$ cat src/rtl/edge_fb_pkg.sv
`default_nettype none
// ============================================================================
// Module   : edge_fb_pkg
// Purpose  : Shared types, defaults and derived-constant helpers for the
//            edge-detector frame-buffer write side.
// Contents : fb_state_t FSM encoding, default image/word geometry,
//            helper functions for pixel count, word count, partial-word flag
//            and counter widths.
// Revision : 1.0 - initial release
// ============================================================================
package edge_fb_pkg;

  typedef enum logic [1:0] {
    IDLE      = 2'd0,
    FILL      = 2'd1,
    FLUSH     = 2'd2,
    WAIT_SWAP = 2'd3
  } fb_state_t;

  localparam int DEF_IMG_W  = 200;
  localparam int DEF_IMG_H  = 200;
  localparam int DEF_WORD_W = 16;
  localparam int DEF_ADDR_W = 12;

  // Pixels per frame.
  function automatic int fb_frame_pixels(input int img_w, input int img_h);
    return img_w * img_h;
  endfunction

  // RAM words needed to hold one frame.
  function automatic int fb_words(input int n, input int word_w);
    return (n + word_w - 1) / word_w;
  endfunction

  // True when the last word of a frame is only partly filled.
  function automatic bit fb_partial(input int n, input int word_w);
    return (n % word_w) != 0;
  endfunction

  // Width of a counter running 0..limit-1 (at least one bit).
  function automatic int ctr_w(input int limit);
    return (limit > 1) ? $clog2(limit) : 1;
  endfunction

endpackage
`default_nettype wire

$ cat src/rtl/fb_pixel_packer.sv
`default_nettype none
// ============================================================================
// Module   : fb_pixel_packer
// Purpose  : Packs 1-bit pixels LSB-first into WORD_W-bit words.
// Ports    : clk, reset      - clock, async active-high reset
//            clear           - drop any partial contents
//            shift_en        - accept pixel this cycle
//            restart         - pixel is bit 0 of a fresh word (old data lost)
//            pixel           - incoming pixel
//            word_full       - this shift completes a word
//            word_next       - word including the incoming pixel
//            flush_word      - current partial word, unused high bits zero
// Revision : 1.0 - initial release
// ============================================================================
module fb_pixel_packer
  import edge_fb_pkg::*;
#(
  parameter int WORD_W = DEF_WORD_W
) (
  input  logic              clk,
  input  logic              reset,
  input  logic              clear,
  input  logic              shift_en,
  input  logic              restart,
  input  logic              pixel,
  output logic              word_full,
  output logic [WORD_W-1:0] word_next,
  output logic [WORD_W-1:0] flush_word
);

  localparam int CNT_W = ctr_w(WORD_W);

  logic [WORD_W-1:0] r_acc;
  logic [CNT_W-1:0]  r_cnt;
  logic [WORD_W-1:0] w_base;
  logic [CNT_W-1:0]  w_pos;

  // The accumulator is kept zero above the fill point, so the partial word
  // can be flushed as-is with its unused bits already cleared.
  always_comb begin
    w_base     = restart ? '0 : r_acc;
    w_pos      = restart ? '0 : r_cnt;
    word_next  = w_base | (WORD_W'(pixel) << w_pos);
    word_full  = (w_pos == CNT_W'(WORD_W - 1));
    flush_word = r_acc;
  end

  always_ff @(posedge clk or posedge reset) begin
    if (reset) begin
      r_acc <= '0;
      r_cnt <= '0;
    end else if (clear) begin
      r_acc <= '0;
      r_cnt <= '0;
    end else if (shift_en) begin
      if (word_full) begin
        r_acc <= '0;
        r_cnt <= '0;
      end else begin
        r_acc <= word_next;
        r_cnt <= w_pos + CNT_W'(1);
      end
    end
  end

endmodule
`default_nettype wire

$ cat src/rtl/edge_fb_writer.sv
`default_nettype none
// ============================================================================
// Module   : edge_fb_writer
// Purpose  : Write side of the edge-detector frame buffer. Packs the binary
//            pixel stream into RAM words and, with double buffering, swaps
//            display/write banks on a display vsync falling edge.
// Ports    : clk, reset                  - clock, async active-high reset
//            s_valid/s_ready/s_pixel/s_sof - pixel stream handshake
//            wr_en/wr_addr/wr_data/wr_bank - frame-buffer RAM write port
//            disp_vsync (active-low)     - display vertical sync
//            disp_bank                   - bank the display must read
//            frame_done, sof_err         - one-cycle status pulses
// Config   : FB_DOUBLE_BUFFER_EN - two banks with vsync-timed swap; when
//            undefined a single bank is used and disp_vsync is ignored.
// Revision : 1.0 - initial release
// ============================================================================
module edge_fb_writer
  import edge_fb_pkg::*;
#(
  parameter int IMG_W  = DEF_IMG_W,
  parameter int IMG_H  = DEF_IMG_H,
  parameter int WORD_W = DEF_WORD_W,
  parameter int ADDR_W = DEF_ADDR_W
) (
  input  logic              clk,
  input  logic              reset,
  input  logic              s_valid,
  output logic              s_ready,
  input  logic              s_pixel,
  input  logic              s_sof,
  output logic              wr_en,
  output logic [ADDR_W-1:0] wr_addr,
  output logic [WORD_W-1:0] wr_data,
  output logic              wr_bank,
  input  logic              disp_vsync,
  output logic              disp_bank,
  output logic              frame_done,
  output logic              sof_err
);

  localparam int N       = fb_frame_pixels(IMG_W, IMG_H);
  localparam int WORDS   = fb_words(N, WORD_W);
  localparam bit PARTIAL = fb_partial(N, WORD_W);
  localparam int X_W     = ctr_w(IMG_W);
  localparam int Y_W     = ctr_w(IMG_H);
  localparam logic [X_W-1:0]    X_LAST    = X_W'(IMG_W - 1);
  localparam logic [Y_W-1:0]    Y_LAST    = Y_W'(IMG_H - 1);
  localparam logic [ADDR_W-1:0] LAST_ADDR = ADDR_W'(WORDS - 1);

  fb_state_t         r_state, w_state_d;
  logic [X_W-1:0]    r_x, w_x_d, w_cur_x;
  logic [Y_W-1:0]    r_y, w_y_d, w_cur_y;
  logic [ADDR_W-1:0] r_addr, w_addr_d, w_cur_addr;
  logic              r_ready, w_ready_d;
  logic              r_wr_en, w_wr_en_d;
  logic [ADDR_W-1:0] r_wr_addr, w_wr_addr_d;
  logic [WORD_W-1:0] r_wr_data, w_wr_data_d;
  logic              r_frame_done, w_frame_done_d;
  logic              r_sof_err, w_sof_err_d;
  logic              w_pix_beat, w_last, w_clear;
  logic              w_pk_full;
  logic [WORD_W-1:0] w_pk_word, w_pk_flush;

`ifdef FB_DOUBLE_BUFFER_EN
  logic r_disp_bank, w_disp_bank_d;
  logic r_vsync_q;
  logic w_vsync_fall;
  assign w_vsync_fall = r_vsync_q & ~disp_vsync;
`else
  logic unused_vsync;
  assign unused_vsync = disp_vsync;
`endif

  fb_pixel_packer #(.WORD_W(WORD_W)) u_packer (
    .clk        (clk),
    .reset      (reset),
    .clear      (w_clear),
    .shift_en   (w_pix_beat),
    .restart    (s_sof),
    .pixel      (s_pixel),
    .word_full  (w_pk_full),
    .word_next  (w_pk_word),
    .flush_word (w_pk_flush)
  );

  always_comb begin
    // A beat carrying s_sof is always treated as pixel (0,0), whether it
    // opens a frame from IDLE or aborts one in progress.
    w_pix_beat = s_valid & r_ready &
                 ((r_state == FILL) | ((r_state == IDLE) & s_sof));
    w_cur_x    = s_sof ? '0 : r_x;
    w_cur_y    = s_sof ? '0 : r_y;
    w_cur_addr = s_sof ? '0 : r_addr;
    w_last     = (w_cur_x == X_LAST) && (w_cur_y == Y_LAST);

    w_state_d      = r_state;
    w_x_d          = r_x;
    w_y_d          = r_y;
    w_addr_d       = r_addr;
    w_wr_en_d      = 1'b0;
    w_wr_addr_d    = r_wr_addr;
    w_wr_data_d    = r_wr_data;
    w_frame_done_d = 1'b0;
    w_sof_err_d    = 1'b0;
    w_clear        = 1'b0;
`ifdef FB_DOUBLE_BUFFER_EN
    w_disp_bank_d  = r_disp_bank;
`endif

    case (r_state)
      IDLE, FILL: begin
        if (w_pix_beat) begin
          w_sof_err_d = (r_state == FILL) & s_sof;
          if (w_pk_full) begin
            w_wr_en_d   = 1'b1;
            w_wr_addr_d = w_cur_addr;
            w_wr_data_d = w_pk_word;
          end
          if (w_last) begin
            w_x_d    = '0;
            w_y_d    = '0;
            w_addr_d = '0;
            if (PARTIAL) begin
              w_state_d = FLUSH;
            end else begin
`ifdef FB_DOUBLE_BUFFER_EN
              w_state_d = WAIT_SWAP;
`else
              w_frame_done_d = 1'b1;
              w_state_d      = IDLE;
`endif
            end
          end else begin
            w_state_d = FILL;
            if (w_cur_x == X_LAST) begin
              w_x_d = '0;
              w_y_d = w_cur_y + Y_W'(1);
            end else begin
              w_x_d = w_cur_x + X_W'(1);
              w_y_d = w_cur_y;
            end
            w_addr_d = w_pk_full ? (w_cur_addr + ADDR_W'(1)) : w_cur_addr;
          end
        end
      end

      FLUSH: begin
        w_clear     = 1'b1;
        w_wr_en_d   = 1'b1;
        w_wr_addr_d = LAST_ADDR;
        w_wr_data_d = w_pk_flush;
`ifdef FB_DOUBLE_BUFFER_EN
        w_state_d = WAIT_SWAP;
`else
        w_frame_done_d = 1'b1;
        w_state_d      = IDLE;
`endif
      end

      WAIT_SWAP: begin
`ifdef FB_DOUBLE_BUFFER_EN
        // An edge seen while the final write is still on the bus is
        // skipped; the swap then waits for the following vsync.
        if (w_vsync_fall && !r_wr_en) begin
          w_disp_bank_d  = ~r_disp_bank;
          w_frame_done_d = 1'b1;
          w_state_d      = IDLE;
        end
`else
        w_state_d = IDLE;
`endif
      end

      default: w_state_d = IDLE;
    endcase

    // Ready is also held low in the frame_done cycle so the end of a frame
    // always shows one cycle of s_ready=0.
    w_ready_d = ((w_state_d == IDLE) || (w_state_d == FILL)) && !w_frame_done_d;
  end

  always_ff @(posedge clk or posedge reset) begin
    if (reset) begin
      r_state      <= IDLE;
      r_x          <= '0;
      r_y          <= '0;
      r_addr       <= '0;
      r_ready      <= 1'b0;
      r_wr_en      <= 1'b0;
      r_wr_addr    <= '0;
      r_wr_data    <= '0;
      r_frame_done <= 1'b0;
      r_sof_err    <= 1'b0;
    end else begin
      r_state      <= w_state_d;
      r_x          <= w_x_d;
      r_y          <= w_y_d;
      r_addr       <= w_addr_d;
      r_ready      <= w_ready_d;
      r_wr_en      <= w_wr_en_d;
      r_wr_addr    <= w_wr_addr_d;
      r_wr_data    <= w_wr_data_d;
      r_frame_done <= w_frame_done_d;
      r_sof_err    <= w_sof_err_d;
    end
  end

`ifdef FB_DOUBLE_BUFFER_EN
  always_ff @(posedge clk or posedge reset) begin
    if (reset) begin
      r_disp_bank <= 1'b0;
      r_vsync_q   <= 1'b1;
    end else begin
      r_disp_bank <= w_disp_bank_d;
      r_vsync_q   <= disp_vsync;
    end
  end
  assign disp_bank = r_disp_bank;
  assign wr_bank   = ~r_disp_bank;
`else
  assign disp_bank = 1'b0;
  assign wr_bank   = 1'b0;
`endif

  assign s_ready    = r_ready;
  assign wr_en      = r_wr_en;
  assign wr_addr    = r_wr_addr;
  assign wr_data    = r_wr_data;
  assign frame_done = r_frame_done;
  assign sof_err    = r_sof_err;

endmodule
`default_nettype wire

$ cat config.mk
export PLATFORM = sky130hd
export DESIGN_NAME = edge_fb_writer
export DESIGN_NICKNAME = d
export VERILOG_FILES = /design/src/rtl/edge_fb_pkg.sv /design/src/rtl/fb_pixel_packer.sv /design/src/rtl/edge_fb_writer.sv
export SDC_FILE = /design/constraint.sdc
export NUM_CORES = 1
export LEC_CHECK = 0
export ABC_AREA = 1
export CORE_MARGIN = 5
export CORE_UTILIZATION = 58
export CTS_BUF_LIST = sky130_fd_sc_hd__clkbuf_4 sky130_fd_sc_hd__clkbuf_8 sky130_fd_sc_hd__clkbuf_16
export CTS_CLUSTER_DIAMETER = 150
export DETAILED_ROUTE_END_ITERATION = 6
export HOLD_SLACK_MARGIN = 0.06
export PLACE_DENSITY = 0.78
export SETUP_SLACK_MARGIN = 0.3
export SYNTH_ARGS = -nofsm -noshare
export SYNTH_HDL_FRONTEND = slang
export SYNTH_HIERARCHICAL = 1
export SYNTH_SLANG_ARGS = --single-unit
$ cat constraint.sdc
create_clock -name clk -period 2.4 [get_ports clk]
set_clock_uncertainty 0.1 [all_clocks]
set_input_delay 0.48 -clock clk [delete_from_list [all_inputs] [get_ports clk]]
set_output_delay 0.48 -clock clk [all_outputs]
set_load 0.01 [all_outputs]
==> results of run 1 <==
==> path summary, 6_finish.rpt <==
kind                                               from                      end  slack, ps  cells after the start
worst max-delay path                              s_sof    r_addr[8]$_DFFE_PP0P_        430                     12
worst min-delay path            wr_data[13]$_DFFE_PP0P_  wr_data[13]$_DFFE_PP0P_        380                      2
worst max register to register       r_x[0]$_DFFE_PP0P_       r_y[6]$_DFFE_PP0P_        540                     11
worst min register to register  wr_data[13]$_DFFE_PP0P_  wr_data[13]$_DFFE_PP0P_        380                      2
max in group asynchronous                         reset       r_x[4]$_DFFE_PP0P_       1230                      3
min in group asynchronous                         reset  wr_data[14]$_DFFE_PP0P_        410                      2
==> kinds of logic after synthesis <==
| logic type | after synthesis | synth area share (%) |
|---|---|---|
| compound gates | 66 | 9.71 |
| xor+xnor | 8 | 1.56 |
| fa+ha+maj | 3 | 0.837 |
| buf+inv | 79 | 7.62 |
| flops | 82 | 45.8 |
| other cells | 1 | 0.0836 |
| simple gates | 355 | 34.4 |
==> power by group <==
| group | internal [mW] | switching [mW] |
|---|---|---|
| clock network | 0.533 | 0.498 |
| registers | 1.48 | 0.0650 |
| logic | 0.228 | 0.300 |
| total | 2.24 | 0.863 |
==> worst max-delay path, delay by kind of cell <==
family / cells / cell delay (ps)
AND/OR/NAND/NOR: 7 / 710
adder cells (fa/ha/maj): 1 / 210
buffers and inverters: 3 / 660
AO/OA/AOI/OAI: 1 / 60
==> timing repair <==
item	4_1_cts	5_1_grt
pin swaps	1	3
gates cloned	0	1
endpoints found under the hold margin	0	0
gates resized for setup	5	3
setup endpoints to repair	47	7
==> routing by layer <==
metal / vias to the layer above / track usage, %
li1: 2074 / -
met3: 13 / 4.86
met5: - / 0
met4: 0 / 6.18
met1: 2035 / 33.2
met2: 157 / 39.9
==> Yosys cell counts (2+ instances only) <==
cell / count / share of area (%)
nand4_1: 12 / 1.7
dfrtp_1: 82 / 46
or2_2: 12 / 1.7
nor3_1: 3 / 0.33
o21ai_0: 20 / 2.2
xnor2_1: 2 / 0.39
o211ai_1: 21 / 3.5
buf_4: 5 / 0.84
nor2_4: 6 / 1.5
ha_1: 3 / 0.84
o21ai_1: 7 / 0.78
clkbuf_1: 5 / 0.42
xor2_1: 6 / 1.2
buf_2: 9 / 1.0
nand2_1: 231 / 19
inv_1: 50 / 4.2
o22ai_1: 10 / 1.4
nand3_1: 39 / 4.4
nor2_2: 3 / 0.42
nor2_1: 38 / 3.2
a21oi_1: 2 / 0.22
inv_2: 8 / 0.67
o31ai_1: 2 / 0.33
or2_1: 3 / 0.42
buf_6: 2 / 0.50
nand2_2: 3 / 0.42
==> stage by stage <==
step                      std cells  TNS (ps)  instance area, µm²  utilization [%]  hold slack [ps]
after floorplan                 596         0                4490                -              344
after CTS                       785         0                5540             72.8              388
after global placement          769     -4400                5330             70.0              359
after detailed placement        769     -6780                5330             70.0              366
after global routing            786         0                5560             73.1              416
final                           786         0                5560             73.1              383
==> flip-flops by register name, indices dropped and copies added, names as in the netlist <==
register / flops
u_packer/flush_word: 16
wr_data: 16
sof_err: 1
frame_done: 1
wr_en: 1
wr_addr: 12
r_state: 2
u_packer/r_cnt: 4
r_addr: 12
s_ready: 1
r_y: 8
r_x: 8
==> cell type report <==
class,count,share of cell area [%]
Tap cell,102,2.30
Clock buffer,12,2.75
Clock inverter,4,0.923
Multi-Input combinational cell,436,38.2
Sequential cell,82,36.9
Timing Repair Buffer,92,14.9
Inverter,58,3.98
==> results.txt, run 1 <==
----------------------------------------------------
[Outcome]
  Run status ... complete, but fails checks
  Failing checks ... DRC

[Detailed routing]
  Drt drc ... 5
  Final routed wire length divided by cell count ... between 10 and 15 µm
  Vias per Instance ... 5.44
  DRC marker count from the first detailed-route iteration ... approximately 320
  Total length of routed met3 wires ... 692 µm
  WL final ... 11000 µm
  DRT Pass-1 Iters ... 7
  Top metal layer carrying routed signals ... met4
  WL met1 ... 4870 µm
  Met2 layer wire length in the routed design ... between 5000 and 6000 µm
  Final antenna-violating net count ... 0
  Vias ... roughly 4.3k

[Critical path]
  Slowest stage delay, CP ... about 290 ps
  Critical path class ... primary input to register
  Slowest-stage cell, CP ... dlygate4sd2_1
  Critical path endpoint category ... register
  Critical path data required time ... 2540 ps
  Cell repeated most along the worst path ... nand2_1
  Worst EP arrival ... around 2100 ps
  Maximum fanout encountered on the critical timing path ... 8
  CP Cell Sequence ... dlygate4sd2_1 > buf_4 > buf_4 > nor2_1 > ha_1 > nand2_1 > nor2_2 > nand3_1 > nand2_1 > nand2_1 > nand2_1 > o21ai_1
  CP Launch Type ... primary input

[Layout]
  N_diodes ... 0
  Commonest cells after routing, fill and taps aside ... nand2_1, dfrtp_1, buf_4, inv_1, nand3_1
  Area used by sequential logic in the layout ... between 2000 and 2500 µm²
  NumNets Final ... 688
  Layout cell share with drive strength beyond 1 ... around 17%
  Multi-input gate area in the final layout ... about 2100 µm²
  Layout fillers ... a little over 600
  Leading cell type in the layout, fill and taps excluded ... nand2_1
  Area growth syn-to-layout ... 24.0%

[Timing]
  Unrepaired setup endpoints after global routing ... true
  Headroom to the max-slew limit ... 59.3%
  Final worst-path cycle share ... 82.2%
  Maximum clock rate ... approximately 0.51 GHz
  Post-layout minimum cycle time ... between 1500 and 2000 ps
  Final Hold Fails ... 0
  Final count of negative-setup-slack endpoints ... 0
  Final worst setup slack ... 427 ps
  Slew @ Worst Pin ... slightly above 600 ps
  Max-slew violation count ... 0

[CTS]
  Clock Path Buffers ... 2
  Buffers inserted by post-CTS timing repair ... 0
  Clock tree from TritonCTS ... yes
  TritonCTS Buffers ... 9
  # clock sinks ... 82
  Hold buffers post-CTS ... 0
  Register clock-pin slew on the reported worst setup and hold paths ... ~80 ps
  Buffer type at the clock tree root ... clkbuf_8
  # H-tree levels ... 3
  Clk Latency, worst-skew pair ... ~360 ps

[Logic synthesis]
  Flip-flop and latch count after synthesis ... 82
  Post-synthesis instance area ... roughly 4500 µm²
  Instance count of the mapped netlist ... slightly below 600
  Number of unique standard cell types used by synthesis ... 36
  Sequential area share after synthesis ... between 40% and 50%
  Yosys warns ... 6
  Most instantiated flip-flop cell in the synthesis netlist ... dfrtp_1
  Mean Syn Cell Area ... around 7.5 µm²
  Share of synthesized registers carrying an async set or reset ... 100%
  Number of enable-type register cells in the synthesized netlist ... 0

[Global route]
  Antenna violations before repair ... 0
  Vias in the first global route ... around 4.2k
  Pin count of the biggest net entering global routing ... 46
  Gr usage total ... 24.3%
  GR Overflow Total ... 0
  First-pass GRT wire length ... between 15000 and 20000 µm

[Floorplan]
  Starting density of the core ... ~60%
  Die boundary width ... roughly 100 µm
  Die area ... between 9000 and 10000 µm²
  Area inside the core boundary ... approximately 7600 µm²
  FP Rows ... 32
  Vert. Die Dim ... between 90 and 100 µm
  I/O pin total ... 40

[Power and ir drop]
  Post-layout total power ... between 3 and 4 mW
  Power density over cell area ... about 560 nW/µm²
  IR Drop Worst-Case VDD ... 0.322 mV
  Leakage power ... 2.79 nW

[Place]
  DP HPWL ... 7720 µm
  Port buffer count ... 36
  RePlAce Congestion ... roughly 0.93
  Setup WS pre-CTS ... -199 ps

[Hold path]
  Class of the most critical hold timing path ... register to register

[Run]
  Maximum capacitance violations ... 0

----------------------------------------------------
No activity file was read; power rests on OpenSTA's default activity.
==> run 2: changes to the inputs <==
--- a/config.mk
+++ b/config.mk
@@ -7,12 +7,12 @@
 export LEC_CHECK = 0
 export ABC_AREA = 1
 export CORE_MARGIN = 5
-export CORE_UTILIZATION = 58
+export CORE_UTILIZATION = 52
 export CTS_BUF_LIST = sky130_fd_sc_hd__clkbuf_4 sky130_fd_sc_hd__clkbuf_8 sky130_fd_sc_hd__clkbuf_16
 export CTS_CLUSTER_DIAMETER = 150
 export DETAILED_ROUTE_END_ITERATION = 6
 export HOLD_SLACK_MARGIN = 0.06
-export PLACE_DENSITY = 0.78
+export PLACE_DENSITY = 0.74
 export SETUP_SLACK_MARGIN = 0.3
 export SYNTH_ARGS = -nofsm -noshare
 export SYNTH_HDL_FRONTEND = slang
==> constraint.sdc (replaced) <==
create_clock -name clk -period 1.7 [get_ports clk]
set_clock_uncertainty 0.1 [all_clocks]
set_input_delay 0.34 -clock clk [delete_from_list [all_inputs] [get_ports clk]]
set_output_delay 0.34 -clock clk [all_outputs]
set_load 0.01 [all_outputs]
==> run 2 against run 1 <==
  * Via count grew 12%
  * Critical path type is now register to register
  * Non-clock buffer count grew 83
  * Largest power group unchanged
  * Global-route usage grew 3.4 points
  * The flow finishes with violations (setup timing)
  * Highest routed layer unchanged
  * Clock-buffer cell count shrank 2
==> results.txt, run 2 (same netlist as run 1, synthesis figures left out) <==
----------------------------------------------------
[Place]
  Post-detailed-placement cell area ... 5610 µm² (+5.3%)
  Port buffer count ... 36 (unchanged)
  RePlAce Congestion ... 0.903 (-3.1%)
  DP HPWL ... 8290 µm (+7.5%)

[Timing]
  Post-layout minimum cycle time ... 1770 ps
  Max-slew violation count ... 0 (unchanged)
  Unrepaired setup endpoints after global routing ... true
  Final worst setup slack ... -72.4 ps (-500 ps)
  Maximum clock rate ... roughly 0.56 GHz
  Final worst-path cycle share ... 104%
  Setup TNS ... -475 ps (-475 ps)
  Final count of negative-setup-slack endpoints ... 23 (+23)
  Final Hold Fails ... 0 (unchanged)

[Critical path]
  CP Launch Type ... register
  Critical path class ... register to register
  Critical path data required time ... 1890 ps (-650 ps)
  Critical path endpoint category ... register
  Maximum fanout encountered on the critical timing path ... 8 (unchanged)
  Slack of the worst reg-to-reg path ... -70 ps (-610 ps)
  Worst EP arrival ... 1960 ps (-150 ps)

[Detailed routing]
  WL final ... 14100 µm (+29%)
  DRC marker count from the first detailed-route iteration ... 300 (-6.8%)
  Vias per Instance ... 5.50 (+1.0%)
  Final antenna-violating net count ... 0 (unchanged)
  Vias ... 4795 (+12%)
  Final routed wire length divided by cell count ... 16.2 µm (+16%)
  Drt drc ... 0 (-5)
  DRT Pass-1 Iters ... 6 (-1)

[Floorplan]
  Starting density of the core ... 54.0% (-4.9 points)
  Area inside the core boundary ... 8300 µm² (+9.1%)
  FP Rows ... 33 (+3.1%)
  Die area ... 10600 µm² (+10%)
  Vert. Die Dim ... 103 µm (+5.0%)
  I/O pin total ... 40 (unchanged)
  Die boundary width ... 103 µm (+5.0%)

[CTS]
  Clock Path Buffers ... 2 (unchanged)
  TritonCTS Buffers ... 9 (unchanged)
  Hold buffers post-CTS ... 0 (unchanged)
  # H-tree levels ... 3 (unchanged)
  Clock tree from TritonCTS ... yes
  # clock sinks ... 82 (unchanged)
  Buffer type at the clock tree root ... clkbuf_8
  Clk Latency, worst-skew pair ... 360 ps (about the same)
  Register clock-pin slew on the reported worst setup and hold paths ... 80 ps (about the same)

[Outcome]
  Failing checks ... setup timing
  Run status ... complete, but fails checks

[Layout]
  N_diodes ... 0 (unchanged)
  NumNets Final ... 771 (+12%)
  Layout cell share with drive strength beyond 1 ... 42.6% (+26 points)
  Final Instance Area ... 6680 µm² (+20%)
  Share of the core filled with cells in the final layout ... 80.5% (+7.4 points)
  Area growth syn-to-layout ... 49.0%
  Commonest cells after routing, fill and taps aside ... nand2_1, buf_4, dfrtp_1, inv_1, nand2_2
  Leading cell type in the layout, fill and taps excluded ... nand2_1

[Global route]
  Gr usage total ... 27.6% (+3.4 points)
  Pin count of the biggest net entering global routing ... 28 (-39%)
  Antenna violations before repair ... 0 (unchanged)
  First-pass GRT wire length ... 22700 µm (+18%)
  Vias in the first global route ... 4737 (+13%)
  GR Overflow Total ... 0 (unchanged)

[Power and ir drop]
  Cell-internal power ... 3.27 mW (+46%)
  Fraction of power consumed by the clock network ... 30.9% (-2.3 points)
  Sequential cell fraction of total power ... 46.7% (-3.1 points)
  Leakage power ... 3.42 nW (+23%)
  Power density over cell area ... 705 nW/µm² (+26%)
  Fraction of power spent switching nets ... 30.6% (+2.8 points)
  Switching power total ... 1.44 mW (+67%)
  IR Drop Worst-Case VDD ... 0.485 mV (+50%)
  Part of the power in combinational logic ... 22.4% (+5.4 points)

[Hold path]
  Class of the most critical hold timing path ... primary input to async pin

[Run]
  Maximum capacitance violations ... 0 (unchanged)

----------------------------------------------------
## run 2: cell type report
type	instances	area, µm²
inverters	58	244
clock inverters	6	65.1
clock buffers	10	131
fillers	503	1620
well taps	105	131
flip-flops and latches	82	2050
repair inverters	1	11.3
repair buffers	175	1520
multi-input cells	435	2520
## run 2: stage by stage
stage	total power [mW]	hold WS, ps	worst slack [ps]	std cells
finish	4.71	240	-72.4	872
global route	4.92	243	-212	872
CTS	4.61	228	45.8	861
detailed placement	3.03	366	-612	794
global placement	3.00	359	-553	794
floorplan	2.68	204	-14.7	596
## run 2: repair_timing
action,4_1_cts,5_1_grt
resized for setup,219,52
setup endpoints to repair,113,81
setup buffers,45,11
cloned,6,0
pin swaps,21,16
## run 2: critical path: stages (launching register included)
cell	delay [ps]
dfrtp_1	370
inv_2	60
nor2_4	110
ha_4	160
nand3_4	70
inv_2	80
nand4_1	180
buf_6	200
buf_6	120
o21ai_2	100
nand3_1	90
nand2_1	80
## run 2: layer usage
| layer | global-route usage, % | up-vias | part of all wire (%) |
|---|---|---|---|
| met1 | 34.4 | 2297 | 39 |
| met3 | 5.75 | 44 | 7.2 |
| met5 | 0 | - | 0 |
| met4 | 10.5 | 0 | 3.4 |
| li1 | - | 2241 | - |
| met2 | 47.4 | 213 | 50 |
## run 2: final timing paths
check	from	to	cells after the start
min	reset	r_x[7]$_DFFE_PP0P_	2
min in group clk	r_y[7]$_DFFE_PP0P_	r_y[7]$_DFFE_PP0P_	2
max reg2reg	r_x[1]$_DFFE_PP0P_	r_y[2]$_DFFE_PP0P_	11
max	r_x[1]$_DFFE_PP0P_	r_y[2]$_DFFE_PP0P_	11
min reg2reg	r_y[7]$_DFFE_PP0P_	r_y[7]$_DFFE_PP0P_	2
max in group asynchronous	reset	r_addr[11]$_DFFE_PP0P_	3
## run 2: power by group through the flow
stage	Clock [mW]	Combinational [mW]	Sequential, mW
3_3_place_gp	0	0.785	2.21
5_1_grt	1.57	1.14	2.21
2_1_floorplan	0	0.451	2.23
6_report	1.46	1.05	2.20
3_5_place_dp	0	0.811	2.22
4_1_cts	1.48	0.956	2.18
